File: src/rtl/closest_pos_scanner_if.sv
// Board-side bus of the move selector: turn code and board image in, selected cell
// address and write strobe out, plus status flags.
interface closest_pos_scanner_if #(
  parameter int unsigned N = 3
) ();
  localparam int unsigned ADDR_W = $clog2(N * N + 1);

  logic [1:0]       cell_state;
  logic [2*N*N-1:0] g_board;
  logic [ADDR_W-1:0] addr;
  logic             write_to_board;
  logic             busy;
  logic             board_full;

  // Controller / board side
  modport master (
    output cell_state,
    output g_board,
    input  addr,
    input  write_to_board,
    input  busy,
    input  board_full
  );

  // Scanner side
  modport slave (
    input  cell_state,
    input  g_board,
    output addr,
    output write_to_board,
    output busy,
    output board_full
  );
endinterface

File: src/rtl/closest_pos_scanner.sv
// AI move selector for an N x N tic-tac-toe board. On the AI's turn it walks the board
// one row per cycle, picks the first empty cell in scan order and pulses a single write
// strobe carrying that cell's address. A board with no empty cell parks in a sticky FULL
// state until reset.
// Optional feature: define CLOSEST_POS_CENTER_FIRST_EN to try the centre cell in the first
// scan cycle (odd N only) before falling back to the row scan.
// The bus interface must be instantiated with the same N as this module.
module closest_pos_scanner #(
  parameter int unsigned N        = 3,
  parameter logic [1:0]  AI_CODE  = 2'b10,
  parameter bit          SCAN_REV = 1'b0
) (
  input  logic                 ph1,
  input  logic                 reset,
  closest_pos_scanner_if.slave bus
);

  localparam int unsigned AddrW = $clog2(N * N + 1);
  localparam int unsigned RowW  = (N > 1) ? $clog2(N) : 1;

  localparam logic [RowW-1:0] FirstRow = SCAN_REV ? '0 + RowW'(N - 1) : '0;
  localparam logic [RowW-1:0] LastRow  = SCAN_REV ? '0 : RowW'(N - 1);

  typedef enum logic [2:0] {
    StIdle,
    StScan,
    StWrite,
    StHold,
    StFull
  } state_e;

  state_e            state_q;
  logic [RowW-1:0]   row_q;
  logic [AddrW-1:0]  addr_q;
  logic              wr_q;
  logic              busy_q;
  logic              full_q;

  logic              turn;
  logic              row_hit;
  int unsigned       hit_idx;
  int unsigned       cell_idx;
  logic [AddrW-1:0]  hit_addr;

  logic              center_now;
  logic              center_free;
  logic [AddrW-1:0]  center_addr;

  assign turn = (bus.cell_state == AI_CODE);

  // First empty cell of the current row in scan order. Columns are visited in reverse
  // scan order so the last hit written is the first one the scan would meet.
  always_comb begin
    row_hit  = 1'b0;
    hit_idx  = 0;
    cell_idx = 0;
    for (int unsigned k = 0; k < N; k++) begin
      cell_idx = 32'(row_q) * N + (SCAN_REV ? k : (N - 1 - k));
      if (bus.g_board[2*cell_idx +: 2] == 2'b00) begin
        row_hit = 1'b1;
        hit_idx = cell_idx;
      end
    end
  end

  assign hit_addr = AddrW'(hit_idx);

`ifdef CLOSEST_POS_CENTER_FIRST_EN
  localparam bit          CenterEn  = (N % 2) == 1;
  localparam int unsigned CenterIdx = (N * N - 1) / 2;

  logic center_q;

  // Centre probe is armed while idle and consumed by the first scan cycle.
  always_ff @(posedge ph1) begin
    if (!reset) begin
      center_q <= 1'b0;
    end else if (state_q == StIdle) begin
      center_q <= CenterEn;
    end else begin
      center_q <= 1'b0;
    end
  end

  assign center_now  = center_q;
  assign center_free = (bus.g_board[2*CenterIdx +: 2] == 2'b00);
  assign center_addr = AddrW'(CenterIdx);
`else
  assign center_now  = 1'b0;
  assign center_free = 1'b0;
  assign center_addr = '0;
`endif

  // Selector FSM with all outputs registered alongside the state.
  always_ff @(posedge ph1) begin
    if (!reset) begin
      state_q <= StIdle;
      row_q   <= '0;
      addr_q  <= '0;
      wr_q    <= 1'b0;
      busy_q  <= 1'b0;
      full_q  <= 1'b0;
    end else begin
      wr_q <= 1'b0;
      unique case (state_q)
        StIdle: begin
          if (turn) begin
            state_q <= StScan;
            row_q   <= FirstRow;
            busy_q  <= 1'b1;
          end
        end
        StScan: begin
          if (!turn) begin
            // Turn withdrawn mid-scan: abandon without touching addr.
            state_q <= StIdle;
            busy_q  <= 1'b0;
          end else if (center_now) begin
            // Occupied centre simply falls through to row scan next cycle.
            if (center_free) begin
              addr_q  <= center_addr;
              wr_q    <= 1'b1;
              state_q <= StWrite;
            end
          end else if (row_hit) begin
            addr_q  <= hit_addr;
            wr_q    <= 1'b1;
            state_q <= StWrite;
          end else if (row_q == LastRow) begin
            addr_q  <= '1;
            full_q  <= 1'b1;
            busy_q  <= 1'b0;
            state_q <= StFull;
          end else begin
            row_q <= SCAN_REV ? (row_q - 1'b1) : (row_q + 1'b1);
          end
        end
        StWrite: begin
          state_q <= StHold;
        end
        StHold: begin
          // Wait for the controller to drop the turn so each turn writes once.
          if (!turn) begin
            state_q <= StIdle;
            busy_q  <= 1'b0;
          end
        end
        StFull: begin
          state_q <= StFull;
        end
        default: begin
          state_q <= StIdle;
          busy_q  <= 1'b0;
        end
      endcase
    end
  end

  assign bus.addr           = addr_q;
  assign bus.write_to_board = wr_q;
  assign bus.busy           = busy_q;
  assign bus.board_full     = full_q;

endmodule
File: src/flat_wrapper.sv
// flat-port wrapper written by rule: the top's interface ports become plain ports
module closest_pos_scanner_flat 
#(
  parameter int unsigned N        = 3,
  parameter logic [1:0]  AI_CODE  = 2'b10,
  parameter bit          SCAN_REV = 1'b0
)
  (ph1, reset, bus_cell_state, bus_g_board, bus_addr, bus_write_to_board, bus_busy, bus_board_full);
  closest_pos_scanner_if #(.N(N)) bus_i ();
  input  logic ph1;
  input  logic reset;
  input wire logic [$bits(bus_i.cell_state)-1:0] bus_cell_state;
  input wire logic [$bits(bus_i.g_board)-1:0] bus_g_board;
  output wire logic [$bits(bus_i.addr)-1:0] bus_addr;
  output wire logic [$bits(bus_i.write_to_board)-1:0] bus_write_to_board;
  output wire logic [$bits(bus_i.busy)-1:0] bus_busy;
  output wire logic [$bits(bus_i.board_full)-1:0] bus_board_full;
  assign bus_i.cell_state = bus_cell_state;
  assign bus_i.g_board = bus_g_board;
  assign bus_addr = bus_i.addr;
  assign bus_write_to_board = bus_i.write_to_board;
  assign bus_busy = bus_i.busy;
  assign bus_board_full = bus_i.board_full;
  closest_pos_scanner #(.N(N), .AI_CODE(AI_CODE), .SCAN_REV(SCAN_REV)) u_core (.ph1(ph1), .reset(reset), .bus(bus_i));
endmodule
File: config.mk
export PLATFORM = sky130hd
export DESIGN_NAME = closest_pos_scanner_flat
export DESIGN_NICKNAME = d
export VERILOG_FILES = /design/src/rtl/closest_pos_scanner_if.sv /design/src/rtl/closest_pos_scanner.sv /design/src/flat_wrapper.sv
export SDC_FILE = /design/constraint.sdc
export NUM_CORES = 1
export LEC_CHECK = 0
export CAP_MARGIN = 25
export CORE_AREA = 3 3 46 48
export CTS_BUF_LIST = sky130_fd_sc_hd__clkbuf_2 sky130_fd_sc_hd__clkbuf_4 sky130_fd_sc_hd__clkbuf_8
export CTS_CLUSTER_SIZE = 24
export DETAILED_ROUTE_END_ITERATION = 12
export DIE_AREA = 0 0 49 51
export HOLD_SLACK_MARGIN = 0.08
export PLACE_DENSITY = 0.89
export SETUP_SLACK_MARGIN = 0.15
export SYNTH_ARGS = -nofsm -noshare
export SYNTH_HDL_FRONTEND = slang
export SYNTH_SLANG_ARGS = --single-unit
File: constraint.sdc
create_clock -name ph1 -period 5 [get_ports ph1]
set_clock_uncertainty 0.2 [all_clocks]
set_input_delay 1 -clock ph1 [delete_from_list [all_inputs] [get_ports ph1]]
set_output_delay 1 -clock ph1 [all_outputs]
set_load 0.1 [all_outputs]
# Word-level counts from Yosys, hierarchy flattened
# Index checks and enable logic that the tools add are counted.
[totals]
ff_bits = 12
latch_bits = 0
ram_bits = 0
mem_bits_ro = 0
inputBits = 22
wordCells = 68
memories = 0
[classes]
n_addsub = 3
mul = 1
n_div = 0
n_lt_le_gt_ge = 0
eq_ne = 14
n_shift = 3
mux = 26
n_bitwise = 2
n_reduce_logical = 13
[ops]
columns = ["cell", "count"]
rows = [
  ["$shiftx A18 B7 Y2", 2],
  ["$mux W4", 5],
  ["$shiftx A18 B6 Y2", 1],
  ["$mux W3", 5],
  ["$pmux W3 S5", 1],
  ["$reduce_and A5 Y1", 2],
  ["$mux W1", 9],
  ["$reduce_and A3 Y1", 3],
  ["$mux W2", 4],
  ["$eq A3 B2 Y1 const B", 2],
  ["$logic_not A2 Y1", 3],
  ["$ne A2 B2 Y1 const B", 3],
  ["$ne A3 B3 Y1 const B", 2],
  ["$add A4 B1 Y5 const B", 1],
  ["$add A4 B2 Y5 const B", 1],
  ["$eq A2 B2 Y1 const B", 2],
  ["$mul A2 B2 Y4 const B", 1],
  ["$ne A2 B1 Y1 const B", 2],
  ["$ne A4 B4 Y1 const B", 1],
  ["$pmux W1 S4", 1],
  ["$pmux W2 S2", 1],
  ["$reduce_and A4 Y1", 1],
  ["$reduce_bool A2 Y1", 2],
  ["$eq A3 B1 Y1 const B", 1],
  ["other kinds (5)", 6],
]

# Depth between registers and ports, before layout
# Gate-level depths: netlist of the first run.
[depth]
depth_word = 10
depth_mapped = 8
ltp_nobuf = 7

# Least setup slack after synthesis of the first run
# OpenSTA, ideal clock, no wires.
[synth_path]
kind = "input-to-reg"
startpoint = "input port bus_g_board[16]"
endpoint = "register u_core.row_q[1]"
setup_ns = 0.117
t_arrival_ns = 2.190
required_ns = 4.683
setup_slack_ns = 2.493
stages = 5
path_cell_list = "o21bai_1 > a2111oi_1 > a31oi_1 > nand2b_1 > a32o_1"
[synth_via]
elab_chain_cells = 7
elab_cells_between_ends = 11
classes_between = "eq/ne (1); shift (3); mux (3); reduce/logical (4)"
[synth_rtl]
columns = ["element", "line_no", "source"]
rows = [
  ["start, declared", "flat_wrapper.sv:13", "input wire logic [$bits(bus_i.g_board)-1:0] bus_g_board;"],
  ["$shiftx A18 B7 Y2", "closest_pos_scanner.sv:59", "if (bus.g_board[2*cell_idx +: 2] == 2'b00) begin"],
  ["$logic_not A2 Y1", "closest_pos_scanner.sv:59", ""],
  ["$mux W1 (2 in series)", "closest_pos_scanner.sv:59", ""],
  ["$mux W1 (*)", "closest_pos_scanner.sv:59", ""],
  ["$ne A2 B2 Y1 (no source line) (*)", "-", ""],
  ["$reduce_and A5 Y1 (no source line) (*)", "-", ""],
  ["end signal, assigned", "closest_pos_scanner.sv:109", "row_q <= FirstRow;"],
  ["end signal, assigned", "closest_pos_scanner.sv:135", "row_q <= SCAN_REV ? (row_q - 1'b1) : (row_q + 1'b1);"],
  ["end, declared", "closest_pos_scanner.sv:33", "logic [RowW-1:0] row_q;"],
]
# Every way passes the cells marked *; elsewhere a longest branch is shown, timed or not.
# A chain may end at the register's enable or synchronous reset.

# Worst setup path in the final report of the first run
# Ends and elaborated chain as after synthesis.

==> metrics.txt, run 1 <==
EDFF count, synth 0; count leader, synth dfxtp_1; final setup fails 0; fraction of layout cells with a size suffix above 1 11.3%; largest cells by area after synthesis dfxtp_1 (28%), ha_1 (5.9%), o21ai_0 (4.1%); die area 0.00250 mm²; Cells after Synth 96; Placed Cells incl. Taps 145; CTS Hold Bufs 0; Syn Std Cell Area 846 µm²; num ports 29; row cnt 15; CTS root buf clkbuf_4; Register Area 240 µm²; GP Congestion 0.782; drt wl/cell 13.0 µm; crit path buf inv count 1; status complete, no violations; Synth Area per Inst 8.81 µm²; CP Class input port to flip-flop; Nets 151; FF-to-FF End u_core.row_q[1]; DRC Markers 0; internal power 0.169 mW; post-CTS setup buffers 0; Initial DRT Pass Iterations 4; Seq pwr share 43.8%; VDD IR max 0.000104 V; cts repair resizes 0; initial antenna violation count 0; yosys warns 0; Hold Path Sink u_core.bus.board_full; CORE AREA 0.00175 mm²; worst path required time 4.97 ns; FF-to-FF setup slack 2.30 ns; Clk network pwr share 32.5%; Max Root-Sink Buffers 2; crit-path cells clkdlybuf4s50_1 > o21bai_1 > a2111oi_1 > a31oi_1 > nand2b_1 > a32o_1; area of the multi-input gates 541 µm²; Cell variety after synth 41; htree depth 1; Final ANT Viol Nets 0; ant diodes 0; ys flop type dfxtp_1; Slew @ Worst Pin 0.977 ns; Seq/Total Area, Yosys 28.4%; Hold Startpoint u_core.bus.board_full; PwrDens 201 mW/mm²; LEAKAGE 0.414 nW; final number of max-transition violations 0; reg-to-reg startpoint u_core.row_q[0]; vias in the first global route 790; vias per std cell 5.72; CP Launch Type input port; I/O Buffers 28; fin cells 149; max cap viols 0; R2R cell count 6; latest clock arrival within the worst-skew pair 0.27 ns; hold path depth 1; slowest stage cell, crit path a2111oi_1; total grt overflow 0; syn nets 122; Hold WC Path Type flip-flop to flip-flop; via count 853; largest net degree at the start of global routing 20; global-route wire length before repair 3240 µm; CTS Buf Count 3; TritonCTS clock tree done; final setup TNS 0 ns; Die W 49 µm; post-synth top area cell dfxtp_1; clk slew on worst S/H paths 0.08 ns; Power, Total 0.230 mW; final wirelength 1940 µm; CP Max Fanout 3; Starting Density 48.5%; relative slew slack 34.7%; period utilization 59.0%; count of state elements after synthesis 12; Synth top cells by count dfxtp_1 (12), nand2_1 (9), o21ai_0 (7); Combinational Power Share 23.7%; CP delay by family, top compound AO/OA/AOI/OAI gates; post-synthesis async set-or-reset flop share 0%; CP Data Arrival Time 2.91 ns; Initial DRC Count 14; fmax 339 MHz; post-layout min period 2.95 ns; RSZ-0062 raised after global routing false; Hold Fails Final Rpt 0; crit-path max cell delay 0.64 ns; GRT Overall Usage 16.1%; Synth-to-Final Area Change 35.2%; switching pwr 0.0611 mW; Clock Sinks 12; Synth top area share 28.4%; CP Capture Type flip-flop; die height 51 µm; switch share 26.5%; post-DP HPWL 1530 µm; FILL cells 160
==> worst max-delay path by stage <==
stage / slack (ns) / end / start / cells after the start
floorplan: 2.49 / u_core.row_q[1] / bus_g_board[16] / 5
global placement: 1.85 / u_core.row_q[1] / bus_g_board[16] / 6
detailed placement: 1.83 / u_core.row_q[1] / bus_g_board[16] / 6
CTS: 2.05 / bus_busy / u_core.bus.busy / 1
global route: 1.99 / u_core.row_q[1] / bus_g_board[16] / 6
finish: 2.05 / u_core.row_q[1] / bus_g_board[16] / 6
==> layer usage <==
layer | track usage, % | share of wire (%) | vias up
met5 | 0 | 0 | -
met4 | 4.27 | 0.21 | 0
met3 | 3.21 | 7.1 | 2
met2 | 32.1 | 53 | 31
met1 | 17.0 | 39 | 393
li1 | - | - | 427
==> through the flow <==
stage               util (%)  hold slack [ns]  cell area [µm²]  worst slack [ns]
finish                  65.5            0.270             1140              2.05
detailed placement      63.4            0.262             1110              1.83
floorplan                  -            0.312              846              2.49
CTS                     65.5            0.277             1140              2.05
global placement        63.4            0.251             1110              1.85
global route            65.5            0.301             1140              1.99
==> flip-flops by register name, summed over array words and instances (netlist names) <==
| name | flops |
|---|---|
| u_core.bus.addr | 4 |
| u_core.state_q | 3 |
| u_core.row_q | 2 |
| u_core.bus.board_full | 1 |
| u_core.bus.busy | 1 |
| u_core.bus.write_to_board | 1 |
==> cells by family (layout without fill, tap and decap cells) <==
group / count (synthesis) / count (layout) / share of synthesized area, %
DFF: 12 / 12 / 28.4
AOI/OAI and AO/OA: 35 / 35 / 32.1
xor gates and xnor gates: 1 / 1 / 1.04
and+or+nand+nor: 36 / 36 / 24.9
buffers and inverters: 8 / 36 / 7.69
adders and majority gates: 4 / 4 / 5.92
==> power by group through the flow <==
| stage | Combinational, mW | Sequential, mW | Clock, mW |
|---|---|---|---|
| after floorplan | 0.0241 | 0.111 | 0 |
| after global placement | 0.0531 | 0.103 | 0 |
| after detailed placement | 0.0543 | 0.103 | 0 |
| after CTS | 0.0545 | 0.101 | 0.0764 |
| after global routing | 0.0581 | 0.101 | 0.0835 |
| final | 0.0545 | 0.101 | 0.0749 |
==> cells in the final DEF, fill, tap and decap left out, types with 2 or more instances in the layout <==
cell	n
clkdlybuf4s50_1	28
o21a_1	2
o21bai_1	3
a211oi_1	2
o21ai_0	7
nand2_1	9
nor4_1	3
dfxtp_1	12
nor3b_1	4
ha_1	4
nand3_1	3
a22oi_1	2
a31oi_1	4
nand2b_1	2
inv_1	4
clkbuf_4	3
nor2_1	5
a21oi_1	3
==> layout make-up <==
type / count / share of cell area, %
clock buffer: 4 / 3.17
sequential: 12 / 21.0
inverter: 4 / 1.31
multi-input combinational: 76 / 47.3
tap: 25 / 2.74
timing repair buffer: 28 / 24.5
Power figures use the tool's default switching activity.
==> run 2: changes to the inputs <==
- CORE_AREA: 3 3 46 48 -> 3 3 47 49
- DIE_AREA: 0 0 49 51 -> 0 0 50 52
- PLACE_DENSITY: 0.89 -> 0.86
- clock period: 5 -> 2.98 ns (I/O delays scaled with it)
==> metrics.txt, run 2 (synthesis gave the netlist of run 1 again) <==
die height 52 µm (was 51 µm); CP Class input port to flip-flop (unchanged); die area 0.00260 mm² (was 0.00250 mm²); ant diodes 0 (unchanged); final worst slack 0.502 ns (was 2.05 ns); PwrDens 341 mW/mm² (was 201 mW/mm²); CTS Hold Bufs 0 (unchanged); Starting Density 44.5% (was 48.5%); fraction of layout cells with a size suffix above 1 18.9% (was 11.3%); switching pwr 0.108 mW (was 0.0611 mW); GRT Overall Usage 15.6% (was 16.1%); Synth-to-Final Area Change 36.1% (was 35.2%); crit-path cells clkdlybuf4s50_1 > o21bai_1 > a2111oi_1 > a31oi_1 > nand2b_1 > a32o_1 (unchanged); CTS Buf Count 3 (unchanged); Die W 50 µm (was 49 µm); latest clock arrival within the worst-skew pair 0.28 ns (was 0.27 ns); worst path required time 2.95 ns (was 4.97 ns); max cap viols 0 (unchanged); final wirelength 1920 µm (was 1940 µm); DRC Markers 0 (unchanged); Seq pwr share 42.9% (was 43.8%); fmax 404 MHz; CORE AREA 0.00190 mm² (was 0.00175 mm²); htree depth 1 (unchanged); Post-DP Area 0.00111 mm² (about the same); largest net degree at the start of global routing 15 (was 20); Power, Total 0.393 mW (was 0.230 mW); vias per std cell 5.65 (was 5.72); Slew @ Worst Pin 0.616 ns (was 0.977 ns); Hold WC Path Type flip-flop to flip-flop (unchanged); Combinational Power Share 23.7% (about the same); Clock Sinks 12 (unchanged); CP Launch Type input port (unchanged); GP Congestion 0.847 (was 0.782); cts repair resizes 0 (unchanged); final number of max-transition violations 0 (unchanged); drt wl/cell 12.5 µm (was 13.0 µm); CTS root buf clkbuf_4 (unchanged); clk slew on worst S/H paths 0.08 ns (about the same); hold path depth 2 (was 1); CP Data Arrival Time 2.45 ns (was 2.91 ns); status complete, no violations (unchanged); post-layout min period 2.48 ns; post-DP HPWL 1530 µm (about the same); RSZ-0062 raised after global routing false (unchanged); initial antenna violation count 0 (unchanged); CP Max Fanout 3 (unchanged); Final ANT Viol Nets 0 (unchanged); final setup fails 0 (unchanged); R2R cell count 6 (unchanged); slowest stage cell, crit path a2111oi_1 (unchanged); TritonCTS clock tree done (unchanged); Max Root-Sink Buffers 2 (unchanged); row cnt 16 (was 15); post-CTS setup buffers 0 (unchanged); CP Capture Type flip-flop (unchanged); utilization after layout 60.5% (was 65.5%); period utilization 83.1%; vias in the first global route 781 (was 790); Placed Cells incl. Taps 150 (was 145); commonest non-fill, non-tap cell in the layout clkdlybuf4s50_1 (unchanged); internal power 0.285 mW (was 0.169 mW); worst slack, placed 0.217 ns (was 1.83 ns); relative slew slack 58.8% (was 34.7%); crit-path max cell delay 0.63 ns (was 0.64 ns); switch share 27.4% (was 26.5%); VDD IR max 0.000203 V (was 0.000104 V); max FFs per register 4 (unchanged); Initial DRT Pass Iterations 4 (unchanged); Clk network pwr share 33.4% (was 32.5%); total grt overflow 0 (unchanged); num ports 29 (unchanged); Initial DRC Count 18 (was 14); Nets 154 (was 151); most frequent cells in the layout clkdlybuf4s50_1 (21), dfxtp_1 (12), buf_4 (10), nand2_1 (9), o21ai_0 (7) (was clkdlybuf4s50_1 (28), dfxtp_1 (12), nand2_1 (9), o21ai_0 (7), nor2_1 (5)); global-route wire length before repair 3180 µm (was 3240 µm); LEAKAGE 0.443 nW (was 0.414 nW); Hold Fails Final Rpt 0 (unchanged); final setup TNS 0 ns (unchanged); via count 870 (was 853); I/O Buffers 28 (unchanged); fin cells 154 (was 149); Min Hold Slack 0.271 ns (was 0.270 ns); final instance area 0.00115 mm² (was 0.00114 mm²)
[run 2: cell type report]
class,instances,area [µm²]
Sequential cell,12,240
Clock buffer,4,36.3
Tap cell,27,33.8
Multi-Input combinational cell,76,541
Fill cell,176,751
Timing Repair Buffer,31,285
Inverter,4,15.0
[run 2: routing by layer]
| layer | part of all wire (%) | vias up | routed length, µm | GRT usage, % |
|---|---|---|---|---|
| met5 | 0 | - | 0 | 0 |
| met2 | 52 | 33 | 988 | 28.9 |
| li1 | - | 432 | - | - |
| met1 | 41 | 401 | 781 | 16.7 |
| met3 | 5.7 | 4 | 109 | 2.01 |
| met4 | 2.0 | 0 | 38 | 9.68 |
[run 2: power by group through the flow]
stage	clock, mW	combinational (mW)	sequential, mW
final	0.131	0.0932	0.168
after global routing	0.143	0.100	0.169
after CTS	0.133	0.0932	0.168
after detailed placement	0	0.0930	0.172
after global placement	0	0.0912	0.172
after floorplan	0	0.0405	0.187
[run 2: worst paths after layout]
path / startpoint / to / slack (ns)
max: bus_g_board[16] / u_core.row_q[1] / 0.50
min: u_core.bus.busy / u_core.bus.busy / 0.27
max reg2reg: u_core.row_q[0] / u_core.row_q[1] / 0.53
min reg2reg: u_core.bus.busy / u_core.bus.busy / 0.27
[run 2: worst max-delay path, delay by kind of cell]
family / cells / cell delay, ns
AOI/OAI and AO/OA: 4 / 1.20
and+or+nand+nor: 1 / 0.20
buffers and inverters: 1 / 0.45
